[src/rtl/seq_det_pkg.sv]
// ============================================================================
// Package : seq_det_pkg
// Brief   : Shared defaults, detection-mode type and fill-width helper.
// Rev     : 1.0 - initial release
// ============================================================================
`default_nettype none

package seq_det_pkg;

    localparam int unsigned SEQ_DET_PAT_LEN_DEF  = 5;
    localparam logic [SEQ_DET_PAT_LEN_DEF-1:0] SEQ_DET_PAT_DEF = 5'b10010;
    localparam int unsigned SEQ_DET_TICK_DIV_DEF = 200_000_000;

    typedef enum logic {
        DET_NON_OVERLAP = 1'b0,
        DET_OVERLAP     = 1'b1
    } det_mode_e;

    // Width needed to count 0..pat_len valid history bits.
    function automatic int unsigned seq_det_fill_w(input int unsigned pat_len);
        return $clog2(pat_len + 1);
    endfunction

endpackage

`default_nettype wire

[src/rtl/seq_detector_param_tick_gen.sv]
// ============================================================================
// Module : tick_gen
// Brief  : Free-running divider producing a one-cycle sample tick every
//          TICK_DIV clocks; first tick ends at the TICK_DIV-th edge.
// Rev    : 1.0 - initial release
// ============================================================================
`default_nettype none

module tick_gen
    import seq_det_pkg::*;
#(
    parameter int unsigned TICK_DIV = SEQ_DET_TICK_DIV_DEF
) (
    input  logic clk,
    input  logic reset,
    output logic tick
);

    generate
        if (TICK_DIV <= 1) begin : g_every_cycle
            logic tick_q;

            // Held high through reset so the very first edge is a sample edge.
            always_ff @(posedge clk or posedge reset) begin
                if (reset) begin
                    tick_q <= 1'b1;
                end else begin
                    tick_q <= 1'b1;
                end
            end

            assign tick = tick_q;
        end else begin : g_divider
            localparam int unsigned C_DW = $clog2(TICK_DIV);
            localparam logic [C_DW-1:0] C_LAST = C_DW'(TICK_DIV - 1);

            logic [C_DW-1:0] div_q;
            logic [C_DW-1:0] div_d;

            always_comb begin
                div_d = div_q + 1'b1;
                if (div_q == C_LAST) begin
                    div_d = '0;
                end
            end

            always_ff @(posedge clk or posedge reset) begin
                if (reset) begin
                    div_q <= '0;
                end else begin
                    div_q <= div_d;
                end
            end

            assign tick = (div_q == C_LAST);
        end
    endgenerate

endmodule

`default_nettype wire

[src/rtl/seq_detector_param.sv]
// ============================================================================
// Module : seq_detector_param
// Brief  : Runtime-loadable serial pattern detector, overlapping or
//          non-overlapping, sampling w on a divided tick.
// Config : define SEQ_DET_COUNT_EN to add the saturating match_count output.
// Rev    : 1.0 - initial release
// ============================================================================
`default_nettype none

module seq_detector_param
    import seq_det_pkg::*;
#(
    parameter int unsigned          PAT_LEN  = SEQ_DET_PAT_LEN_DEF,
    parameter logic [PAT_LEN-1:0]   PAT_INIT = PAT_LEN'(SEQ_DET_PAT_DEF),
    parameter int unsigned          TICK_DIV = SEQ_DET_TICK_DIV_DEF
`ifdef SEQ_DET_COUNT_EN
    ,
    parameter int unsigned          CNT_W    = 8
`endif
) (
    input  logic                                clk,
    input  logic                                reset,
    input  logic                                w,
    input  logic [PAT_LEN-1:0]                  pat_in,
    input  logic                                pat_load,
    input  logic                                overlap,
    output logic                                sample_tick,
    output logic                                w_sampled,
    output logic                                z,
    output logic [seq_det_fill_w(PAT_LEN)-1:0]  fill
`ifdef SEQ_DET_COUNT_EN
    ,
    output logic [CNT_W-1:0]                    match_count
`endif
);

    localparam int unsigned      C_FW   = seq_det_fill_w(PAT_LEN);
    localparam logic [C_FW-1:0]  C_FULL = C_FW'(PAT_LEN);

    logic [PAT_LEN-1:0] hist_q, hist_d;
    logic [PAT_LEN-1:0] pat_q,  pat_d;
    logic [C_FW-1:0]    fill_q, fill_d;
    logic               z_q,    z_d;
    logic               ws_q,   ws_d;
`ifdef SEQ_DET_COUNT_EN
    logic [CNT_W-1:0]   cnt_q,  cnt_d;
`endif

    logic [PAT_LEN-1:0] hist_shift;
    logic [C_FW-1:0]    fill_inc;
    logic               match;
    det_mode_e          mode;

    tick_gen #(
        .TICK_DIV (TICK_DIV)
    ) u_tick_gen (
        .clk   (clk),
        .reset (reset),
        .tick  (sample_tick)
    );

    assign mode       = det_mode_e'(overlap);
    assign hist_shift = {hist_q[PAT_LEN-2:0], w};
    assign fill_inc   = (fill_q == C_FULL) ? C_FULL : fill_q + 1'b1;
    // The fill gate keeps reset-zero history from matching an all-zero pattern.
    assign match      = (fill_inc == C_FULL) && (hist_shift == pat_q);

    always_comb begin
        hist_d = hist_q;
        pat_d  = pat_q;
        fill_d = fill_q;
        z_d    = z_q;
        ws_d   = ws_q;
`ifdef SEQ_DET_COUNT_EN
        cnt_d  = cnt_q;
`endif
        if (sample_tick) begin
            ws_d = w;
        end

        // A load beats a coincident tick: that sample is dropped.
        if (pat_load) begin
            pat_d  = pat_in;
            hist_d = '0;
            fill_d = '0;
            z_d    = 1'b0;
`ifdef SEQ_DET_COUNT_EN
            cnt_d  = '0;
`endif
        end else if (sample_tick) begin
            hist_d = hist_shift;
            z_d    = match;
            fill_d = fill_inc;
            if (match && (mode == DET_NON_OVERLAP)) begin
                fill_d = '0;
            end
`ifdef SEQ_DET_COUNT_EN
            if (match && (cnt_q != {CNT_W{1'b1}})) begin
                cnt_d = cnt_q + 1'b1;
            end
`endif
        end
    end

    always_ff @(posedge clk or posedge reset) begin
        if (reset) begin
            hist_q <= '0;
            pat_q  <= PAT_INIT;
            fill_q <= '0;
            z_q    <= 1'b0;
            ws_q   <= 1'b0;
`ifdef SEQ_DET_COUNT_EN
            cnt_q  <= '0;
`endif
        end else begin
            hist_q <= hist_d;
            pat_q  <= pat_d;
            fill_q <= fill_d;
            z_q    <= z_d;
            ws_q   <= ws_d;
`ifdef SEQ_DET_COUNT_EN
            cnt_q  <= cnt_d;
`endif
        end
    end

    assign z         = z_q;
    assign w_sampled = ws_q;
    assign fill      = fill_q;
`ifdef SEQ_DET_COUNT_EN
    assign match_count = cnt_q;
`endif

endmodule

`default_nettype wire
[config.mk]
export PLATFORM = sky130hd
export DESIGN_NAME = seq_detector_param
export DESIGN_NICKNAME = d
export VERILOG_FILES = /design/src/rtl/seq_det_pkg.sv /design/src/rtl/seq_detector_param_tick_gen.sv /design/src/rtl/seq_detector_param.sv
export SDC_FILE = /design/constraint.sdc
export NUM_CORES = 1
export LEC_CHECK = 0
export ABC_AREA = 0
export CAP_MARGIN = 10
export CORE_AREA = 2 2 140 74
export CTS_CLUSTER_SIZE = 25
export DETAILED_ROUTE_END_ITERATION = 10
export DIE_AREA = 0 0 142 76
export DONT_BUFFER_PORTS = 1
export GPL_ROUTABILITY_DRIVEN = 0
export GPL_TIMING_DRIVEN = 0
export PLACE_DENSITY = 0.43
export SYNTH_ARGS = -nofsm -noshare
export SYNTH_HDL_FRONTEND = slang
export SYNTH_HIERARCHICAL = 1
export SYNTH_SLANG_ARGS = --single-unit
[constraint.sdc]
create_clock -name clk -period 5.8 [get_ports clk]
set_input_delay 0.87 -clock clk [delete_from_list [all_inputs] [get_ports clk]]
set_output_delay 0.87 -clock clk [all_outputs]
set_load 0.005 [all_outputs]
==> results by group, run 1 <==
Outcome
  • Status: complete, no violations

Detailed routing
  • Post-DR vias/cell: 4.657
  • Antenna viol nets, final: 0
  • Drc violations: 0
  • Total number of vias: 1574
  • Avg WL per Cell: 15.89 um
  • TritonRoute pass-1 iters: 4
  • 1st-iter DRT viols: 236
  • WL final: 5372 um

Timing
  • Final period util: 51.88%
  • Highest Clock Rate: 0.3323 GHz
  • RSZ-0062 raised after global routing: false
  • Final Hold Viols: 0
  • Min Tclk post-route: 3009 ps
  • Final setup skew: 7.991 ps
  • Endpoints failing setup: 0
  • Setup_tns: 0 ps
  • Least-Margin Pin Slew: 577.0 ps
  • Rel. slew slack: 61.49%
  • Setup slack after layout: 2791 ps
  • Final Slew Violations: 0

Logic synthesis
  • Largest family of logic cells by synthesized area: simple AND/OR/NAND/NOR gates
  • Complex-gate fraction of the synthesized area: 8.033%
  • Avg Cell Area, Syn: 10.59 sq um
  • Adder-cell share of the synthesized area: 0.5821%
  • Largest area contributor in the netlist: dfrtp_1
  • Synth Warn #: 6
  • Xor and xnor fraction of the mapped netlist area: 8.149%
  • Synth cell count leaders: dfrtp_1 (40), nor2_1 (16), nand2_1 (14)
  • Most common cell in the netlist: dfrtp_1
  • Synth Area in Simple Gates: 25.20%
  • Seq/Total Area, Yosys: 49.01%
  • Synthesized Nets: 214
  • Mux cell area share after synthesis: 6.345%
  • Mapped Cells: 203
  • Yosys top cell area share: 46.57%
  • Count of cell types in the netlist: 50
  • FF+latch count, synth: 42
  • Top post-synthesis cells by area: dfrtp_1 (47%), xor2_1 (4.5%), nand4_1 (3.8%)
  • Post-Syn Area: 2150 sq um
  • Asr flop ratio synth: 100.0%
  • Primary FF master, synth: dfrtp_1
  • Post-synth EDFFs: 0

Clocking
  • CTS root buffer: clkbuf_16
  • H-Tree Depth: 2
  • CTS Buf Count: 5
  • Maximum clock path buffer count: 2
  • Worst-skew pair later-pin latency: 290 ps
  • # resized after CTS: 0
  • Worst-path clk slew: 60 ps
  • Post-CTS setup buffers: 0
  • CTS Hold Buffers Added: 0
  • Sink Count: 42
  • TritonCTS clock tree: yes

Cells and area
  • Diodes inserted: 0
  • Final core utilization: 25.43%
  • Register area: 1054 sq um
  • Footprint of the multi-input gates: 1039 sq um
  • Share of cells above drive strength 1: 16.51%
  • Final instance area: 2474 sq um
  • Filler cell count: 1003
  • Nets: 222
  • Area added between synthesis and finish: 15.08%

Worst setup path
  • CP Max Fanout: 12
  • Setup Crit Path Kind: reg2out
  • Crit. End Element: output port
  • Data arrival, critical path: 2140 ps
  • CP Data Required Time: 4930 ps
  • CP Launch Type: flop

Global routing
  • Largest net degree at the start of global routing: 29
  • Gr usage total: 10.73%
  • Initial antenna violation count: 0
  • Total gr overflow: 0
  • First-pass GRT wire length: 8694 um
  • Vias in the first global route: 1442

Floorplan
  • Rows: 26
  • Die area: 10790 sq um
  • Die Ht: 76 um
  • Initial Utilization: 22.10%
  • Die W: 142 um
  • I/O pin total: 16
  • Core ar.: 9727 sq um

Pwr
  • Peak supply drop: 120.9 uV
  • Leak Pwr: 0.9902 nW
  • Power Dens Cells: 240.9 nW/um^2

Place
  • Placed instance area: 2307 sq um
  • I/O Buffers: 0
  • DPL Wire Length: 4125 um
  • Place WS: 3090 ps

Worst hold path
  • Hold crit path type: in2async

Flow run
  • Max-cap violation count: 0
## stage by stage
stage | power [mW] | hold slack [ps] | cells
finish | 0.5960 | 449.6 | 338
global route | 0.6213 | 466.8 | 338
CTS | 0.6038 | 497.0 | 337
detailed placement | 0.3295 | 488.9 | 329
global placement | 0.3292 | 483.1 | 329
floorplan | 0.3235 | 453.7 | 203
## logic make-up (layout without fill, tap and decap cells)
group | after synthesis | in the layout
adders and majority gates | 1 | 1
DFF | 42 | 42
and+or+nand+nor | 89 | 89
muxes | 13 | 13
xor gates and xnor gates | 20 | 20
buffers and inverters | 13 | 22
AOI/OAI and AO/OA | 25 | 25
## power breakdown
part / leakage (nW) / internal (mW) / switching (mW)
sequential: 0.553 / 0.299 / 0.00412
clock: 0.0706 / 0.158 / 0.112
combinational: 0.367 / 0.00924 / 0.0140
total: 0.990 / 0.466 / 0.130
## worst paths after layout
path,startpoint,end,slack (ps),depth (start not counted)
min in group clk,u_tick_gen/g_divider.div_q[0],u_tick_gen/g_divider.div_q[0],490,1
min reg2reg,u_tick_gen/g_divider.div_q[0],u_tick_gen/g_divider.div_q[0],490,1
max in group asynchronous,reset,fill[2],4890,1
max reg2reg,u_tick_gen/g_divider.div_q[0],hist_q[1],3270,8
min,reset,u_tick_gen/g_divider.div_q[4],450,1
max,u_tick_gen/g_divider.div_q[0],sample_tick,2790,5
## flip-flops by register name (all words and copies together), names as in the netlist
name	count
pat_q	5
z	1
w_sampled	1
hist_q	4
u_tick_gen/g_divider.div_q	28
fill	3
## per-layer routing
metal	share of wire [%]	global-route usage, %	routed length, um	up-vias
li1	-	-	-	765
met1	64	20.45	3428	758
met2	29	9.952	1559	47
met5	0	0	0	-
met4	0.76	1.800	41	0
met3	6.4	3.268	342	4
## cell type report
type | count | share of cell area [%]
Inverter | 7 | 1.062
Clock buffer | 6 | 5.210
Sequential cell | 42 | 42.59
Tap cell | 126 | 6.373
Clock inverter | 2 | 0.4047
Buffer | 6 | 1.265
Multi-Input combinational cell | 148 | 41.98
Timing Repair Buffer | 1 | 1.113
## layout by cell type, fill, tap and decap left out, drive strengths merged, types with 5 or more instances in the layout
cell type,synthesis,final
mux2,5,5
nor2,17,17
nand2,14,14
nand4,15,15
or3,6,6
xor2,11,11
buf,4,5
mux2i,8,8
nand3,11,11
o21ai,7,7
dfrtp,40,40
xnor2,9,9
a21oi,6,6
clkbuf,2,8
inv,7,7
## critical path: stages (launching register included)
cell	delay, ps
dfrtp_1	390
ha_1	250
nand4_2	220
or4_4	580
nor2_2	170
buf_4	240
Note: power is estimated with default switching activity, not from simulation.
==> run 2: changes to the inputs <==
ABC_AREA = 1   (was 0)
CORE_AREA = 2 2 147 77   (was 2 2 140 74)
DIE_AREA = 0 0 149 79   (was 0 0 142 76)
clock period = 2.8 ns   (was 5.8 ns; I/O delays follow)
==> results by group, run 2 <==
Worst setup path
  • Setup Crit Path Kind: reg2out
  • Slowest CP cell: dfrtp_1
  • Data arrival, critical path: 1790 ps (-350 ps)
  • CP peak stage delay: 370 ps (-210 ps)
  • WP depth: 6 (+1)
  • CP Max Fanout: 5 (-7)
  • Reg2Reg Depth: 10 (+2)
  • Critical path, cell by cell: ha_1, nand2_1, nor2_2, nand2_4, nor2_4, and2_1
  • Crit. End Element: output port
  • CP Data Required Time: 2380 ps (-2550 ps)
  • Worst Path Buf+Inv: 0 (-1)
  • Top delay family on crit path: simple AND/OR/NAND/NOR gates
  • CP Launch Type: flop

Logic synthesis
  • Mapped Cells: 325 (+60%)
  • Top post-synthesis cells by area: dfrtp_1 (42%), nand2_1 (15%), nor2_1 (10%)
  • Count of cell types in the netlist: 23 (-54%)
  • FF+latch count, synth: 42 (unchanged)
  • Post-Syn Area: 2364 sq um (+10%)
  • Yosys top cell area share: 42.35% (-4.2 points)
  • Synthesized Nets: 336 (+57%)
  • Largest area contributor in the netlist: dfrtp_1
  • Seq/Total Area, Yosys: 44.57% (-4.4 points)
  • Most common cell in the netlist: nand2_1
  • Synth cell count leaders: nand2_1 (97), nor2_1 (63), dfrtp_1 (40)
  • Asr flop ratio synth: 100.0% (unchanged)
  • Primary FF master, synth: dfrtp_1
  • Avg Cell Area, Syn: 7.272 sq um (-31%)
  • Post-synth EDFFs: 0 (unchanged)
  • Synth Warn #: 6 (unchanged)

Place
  • DPL Wire Length: 5082 um (+23%)
  • Place WS: 620.0 ps (-2470 ps)
  • I/O Buffers: 0 (unchanged)

Timing
  • Highest Clock Rate: 0.4515 GHz
  • Setup_tns: 0 ps (unchanged)
  • Endpoints failing setup: 0 (unchanged)
  • RSZ-0062 raised after global routing: false
  • Rel. slew slack: 59.20% (-2.3 points)
  • Final setup skew: 4.275 ps (-3.716 ps)
  • Min Tclk post-route: 2215 ps
  • Least-Margin Pin Slew: 611.3 ps (+34.34 ps)
  • Setup slack after layout: 585.2 ps (-2206 ps)
  • Final period util: 79.10%
  • WHS: 86.52 ps (-363.1 ps)
  • Final Hold Viols: 0 (unchanged)
  • Final Slew Violations: 0 (unchanged)

Global routing
  • First-pass GRT wire length: 10490 um (+21%)
  • Initial antenna violation count: 0 (unchanged)
  • Gr usage total: 12.03% (+1.3 points)
  • Largest net degree at the start of global routing: 29 (unchanged)
  • Vias in the first global route: 1833 (+27%)
  • Total gr overflow: 0 (unchanged)

Pwr
  • P_sw: 283.7 uW (+120%)
  • Final Power: 1.265 mW (+110%)
  • Peak supply drop: 204.0 uV (+69%)
  • Leak Pwr: 1.237 nW (+25%)
  • Clk pwr share: 47.7% (+2.4 points)
  • Internal power: 981.6 uW (+110%)
  • Sw Ratio: 22.42% (+0.62 points)
  • Power Dens Cells: 462.8 nW/um^2 (+92%)
  • Logic pwr share: 3.4% (-0.5 points)
  • Power share of the sequential group: 48.9% (-1.9 points)

Floorplan
  • Die W: 149 um (+4.9%)
  • I/O pin total: 16 (unchanged)
  • Die Ht: 79 um (+3.9%)
  • Die area: 11770 sq um (+9.1%)
  • Core ar.: 10610 sq um (+9.1%)
  • Rows: 27 (+3.8%)
  • Initial Utilization: 22.28% (+0.18 points)

Cells and area
  • Nets: 345 (+55%)
  • Final core utilization: 25.77% (+0.34 points)
  • Filler cell count: 1197 (+19%)
  • Most common cell after layout, fill and taps aside: nand2_1
  • Share of cells above drive strength 1: 11.04% (-5.5 points)
  • Largest regs: u_tick_gen/g_divider.div_q (28), pat_q (5), hist_q (4)
  • Max FFs per register: 28 (unchanged)
  • Area added between synthesis and finish: 15.67%
  • Top reg by flops: u_tick_gen/g_divider.div_q
  • Diodes inserted: 0 (unchanged)
  • Leading cell types in the layout, fill and taps excluded: nand2_1 (97), nor2_1 (63), dfrtp_1 (40)

Clocking
  • TritonCTS clock tree: yes
  • CTS Buf Count: 5 (unchanged)
  • CTS root buffer: clkbuf_16
  • H-Tree Depth: 2 (unchanged)
  • Maximum clock path buffer count: 2 (unchanged)
  • Post-CTS setup buffers: 0 (unchanged)
  • Sink Count: 42 (unchanged)
  • Worst-path clk slew: 60 ps (about the same)
  • Worst-skew pair later-pin latency: 290 ps (about the same)

Worst hold path
  • Hold crit path type: in2async

Detailed routing
  • Avg WL per Cell: 13.31 um (-16%)
  • TritonRoute pass-1 iters: 4 (unchanged)
  • Post-DR vias/cell: 4.148 (-11%)
  • Total number of vias: 1991 (+26%)
  • Antenna viol nets, final: 0 (unchanged)
  • Drc violations: 0 (unchanged)
  • WL final: 6391 um (+19%)
  • 1st-iter DRT viols: 156 (-34%)

Outcome
  • Status: complete, no violations

Flow run
  • Max-cap violation count: 0 (unchanged)
## run 2: changes by cell type after synthesis, sizes merged, moves of 5 or more
cell / change
mux2i: -8
inv: +32
nand4: -13
nand2: +89
nor2: +62
mux2: -5
or3: -6
## run 2: logic make-up (layout without fill, tap and decap cells)
logic type               after synthesis  count (layout)  share of synthesized area (%)
flip-flops                            42              42                          44.57
buffers and inverters                 40              50                          6.405
AO/OA/AOI/OAI                         21              21                          4.764
AND/OR/NAND/NOR                      209             209                          39.28
XOR/XNOR                              12              12                          4.447
adder cells (fa/ha/maj)                1               1                         0.5293
## run 2: power by group through the flow
stage	registers [mW]	logic, mW	clock network [mW]
floorplan	0.629	0.0268	0
detailed placement	0.630	0.0379	0
finish	0.619	0.0430	0.603
global route	0.619	0.0490	0.667
CTS	0.619	0.0381	0.627
global placement	0.630	0.0372	0
## run 2: layout make-up
class                      count  area (sq um)  area share (%)
multi-input combinational    243          1159           42.38
sequential                    42          1054           38.54
tap                          145         181.4           6.636
inverter                      39         146.4           5.355
clock buffer                   6         138.9           5.080
timing repair buffer           2         37.54           1.373
clock inverter                 2         12.51          0.4577
buffer                         1         5.005          0.1831
## run 2: repair_timing
action,CTS,global route
gates resized for setup,0,0
endpoints found under the hold margin,0,1
hold buffers,0,1
## run 2: path summary, 6_finish.rpt
check / from / endpoint / slack, ps
max: u_tick_gen/g_divider.div_q[0] / sample_tick / 590
min: reset / fill[2] / 90
max reg2reg: u_tick_gen/g_divider.div_q[0] / hist_q[2] / 610
min reg2reg: u_tick_gen/g_divider.div_q[0] / u_tick_gen/g_divider.div_q[0] / 470
max in group asynchronous: reset / u_tick_gen/g_divider.div_q[19] / 1780
min in group clk: pat_in[4] / pat_q[4] / 250
## run 2: layer usage
metal  vias to the layer above  GRT usage, %  part of all wire [%]
met5                         -             0                     0
met4                         0         2.286                  0.55
met3                         4         3.333                   6.3
met2                        46         12.07                    29
met1                       928         21.92                    64
li1                       1013             -                     -
## run 2: metrics by stage
| stage | instance area (sq um) | std cells |
|---|---|---|
| after floorplan | 2364 | 325 |
| after global placement | 2545 | 470 |
| after detailed placement | 2545 | 470 |
| after CTS | 2696 | 478 |
| after global routing | 2734 | 480 |
| final | 2734 | 480 |
==> run 3: changes to the inputs <==
ABC_AREA = 0   (was 1)
CORE_AREA = 2 2 140 74   (was 2 2 147 77)
DIE_AREA = 0 0 142 76   (was 0 0 149 79)
PLACE_DENSITY = 0.44   (was 0.43)
clock period = 1.9 ns   (was 2.8 ns; I/O delays follow)
==> results by group, run 3 (synthesis results as in run 1) <==
Cells and area
  • Final core utilization: 27.50% (+1.7 points)
  • Fin cells: 350 (-27%)
  • Largest regs: u_tick_gen/g_divider.div_q (28), pat_q (5), hist_q (4)
  • Nets: 234 (-32%)
  • Diodes inserted: 0 (unchanged)
  • Share of cells above drive strength 1: 22.77% (+12 points)
  • Max FFs per register: 28 (unchanged)
  • Top reg by flops: u_tick_gen/g_divider.div_q
  • Leading cell types in the layout, fill and taps excluded: dfrtp_1 (39), nor2_1 (15), nand2_1 (13), nand4_1 (13), xor2_1 (11)
  • Most common cell after layout, fill and taps aside: dfrtp_1
  • Area added between synthesis and finish: 24.45%

Floorplan
  • Die area: 10790 sq um (-8.3%)
  • Core ar.: 9727 sq um (-8.3%)
  • Rows: 26 (-3.7%)
  • Die W: 142 um (-4.7%)
  • Initial Utilization: 22.10% (-0.18 points)
  • Die Ht: 76 um (-3.8%)
  • I/O pin total: 16 (unchanged)

Worst hold path
  • Hold crit path type: in2reg
  • WHS Path Cells: 1
  • Hold Startpoint: pat_in[3]
  • WHS Endpoint: pat_q[3]

Clocking
  • CTS Buf Count: 5 (unchanged)
  • Worst-skew pair later-pin latency: 290 ps (about the same)
  • Sink Count: 42 (unchanged)
  • H-Tree Depth: 2 (unchanged)
  • Worst-path clk slew: 60 ps (about the same)
  • CTS root buffer: clkbuf_16
  • TritonCTS clock tree: yes
  • Maximum clock path buffer count: 2 (unchanged)

Worst setup path
  • Setup Crit Path Kind: reg2out
  • Critical path, cell by cell: ha_4, nand4_4, or4_4, nor2_4, buf_12
  • Reg-to-reg startpoint: u_tick_gen/g_divider.div_q[0]
  • CP Data Required Time: 1620 ps (-760 ps)
  • Crit. End Element: output port
  • Data arrival, critical path: 1750 ps (-40 ps)
  • CP Max Fanout: 6 (+1)
  • CP peak stage delay: 530 ps (+160 ps)
  • R2R Setup Slk: -90 ps (-700 ps)
  • CP Launch Type: flop
  • Worst reg2reg endpoint: hist_q[3]
  • Slowest CP cell: or4_4
  • Reg2Reg Depth: 8 (-2)

Timing
  • Min Tclk post-route: 2039 ps
  • Setup slack after layout: -138.7 ps (-723.9 ps)
  • Highest Clock Rate: 0.4905 GHz
  • Least-Margin Pin Slew: 548.4 ps (-62.93 ps)
  • RSZ-0062 raised after global routing: true
  • Final period util: 107.3%
  • Final Hold Viols: 0 (unchanged)
  • Endpoints failing setup: 15 (+15)
  • Rel. slew slack: 63.40% (+4.2 points)
  • Final setup skew: 8.480 ps (+4.206 ps)
  • Final Slew Violations: 0 (unchanged)

Detailed routing
  • 1st-iter DRT viols: 148 (-5.1%)
  • TritonRoute pass-1 iters: 4 (unchanged)
  • Drc violations: 0 (unchanged)
  • WL final: 5282 um (-17%)
  • Post-DR vias/cell: 4.546 (+9.6%)
  • Antenna viol nets, final: 0 (unchanged)
  • Avg WL per Cell: 15.09 um (+13%)
  • Total number of vias: 1591 (-20%)

Outcome
  • Status: complete, but fails checks
  • Failing checks: negative setup slack

Global routing
  • Vias in the first global route: 1558 (-15%)
  • First-pass GRT wire length: 8997 um (-14%)
  • Total gr overflow: 0 (unchanged)
  • Largest net degree at the start of global routing: 29 (unchanged)
  • Initial antenna violation count: 0 (unchanged)
  • Gr usage total: 11.07% (-0.95 points)

Place
  • DPL Wire Length: 3874 um (-24%)
  • DP Cell Count: 329 (-30%)
  • I/O Buffers: 0 (unchanged)

Flow run
  • Max-cap violation count: 0 (unchanged)

Pwr
  • Power Dens Cells: 697.4 nW/um^2 (+51%)
  • Peak supply drop: 296.4 uV (+45%)
  • Leak Pwr: 1.068 nW (-14%)
[run 3: changes by cell type in the layout (fill, tap and decap cells not counted), sizes merged, moves of 6 or more]
cell and change:
nand2 -89, nor2 -62, inv -31, nand4 +13
buf +12, mux2i +8, or3 +6
[run 3: worst max-delay path by stage]
stage / startpoint / slack (ps) / to / cells past startpoint
after floorplan: u_tick_gen/g_divider.div_q[0] / -60 / hist_q[1] / 8
after global placement: u_tick_gen/g_divider.div_q[0] / -350 / hist_q[1] / 8
after detailed placement: u_tick_gen/g_divider.div_q[4] / -350 / hist_q[3] / 8
after CTS: u_tick_gen/g_divider.div_q[0] / -150 / sample_tick / 5
after global routing: u_tick_gen/g_divider.div_q[0] / -230 / sample_tick / 5
final: u_tick_gen/g_divider.div_q[0] / -140 / sample_tick / 5
[run 3: final cells by class]
type	count	area (sq um)
Buffer	6	52.55
Clock buffer	7	142.6
Clock inverter	1	8.758
Fill cell	1020	7052
Inverter	7	26.28
Multi-Input combinational cell	148	1081
Sequential cell	42	1055
Tap cell	126	157.7
Timing Repair Buffer	13	151.4
[run 3: where the power goes]
part,internal [mW],leakage [nW],switching (mW),total (mW)
Combinational,0.0309,0.440,0.0415,0.0724
Sequential,0.912,0.553,0.0134,0.925
Clock,0.528,0.0745,0.340,0.868
Total,1.47,1.07,0.395,1.87
[run 3: routing by layer]
metal | track usage (%) | routed length, um | up-vias
li1 | - | - | 785
met1 | 18.97 | 3167 | 764
met2 | 12.17 | 1760 | 38
met3 | 3.583 | 304 | 4
met4 | 3.000 | 49 | 0
met5 | 0 | 0 | -
[run 3: stage by stage]
stage	TNS, ps	power [mW]	cell area [sq um]	hold slack (ps)	setup WS [ps]
after global placement	-2689	1.005	2344	274.4	-345.6
after CTS	-556.8	1.903	2608	143.6	-150.1
final	-696.7	1.865	2675	150.9	-138.7
after detailed placement	-2706	1.006	2344	255.9	-349.2
after global routing	-2657	1.972	2675	133.0	-234.1
after floorplan	-229.1	0.9875	2186	172.8	-60.47
[run 3: worst max-delay path: cells and delay by family (launching register included)]
kind	cells	cell delay (ps)
simple gates	3	760
flops	1	400
fa+ha+maj	1	170
buf+inv	1	140
[run 3: repair_timing]
item	in CTS	in global routing
resized for setup	5	4
setup endpoints to repair	14	21
cloned	1	0
hold buffers	1	1
hold endpoints to repair	12	6
setup buffers	7	2
pin swaps	3	1
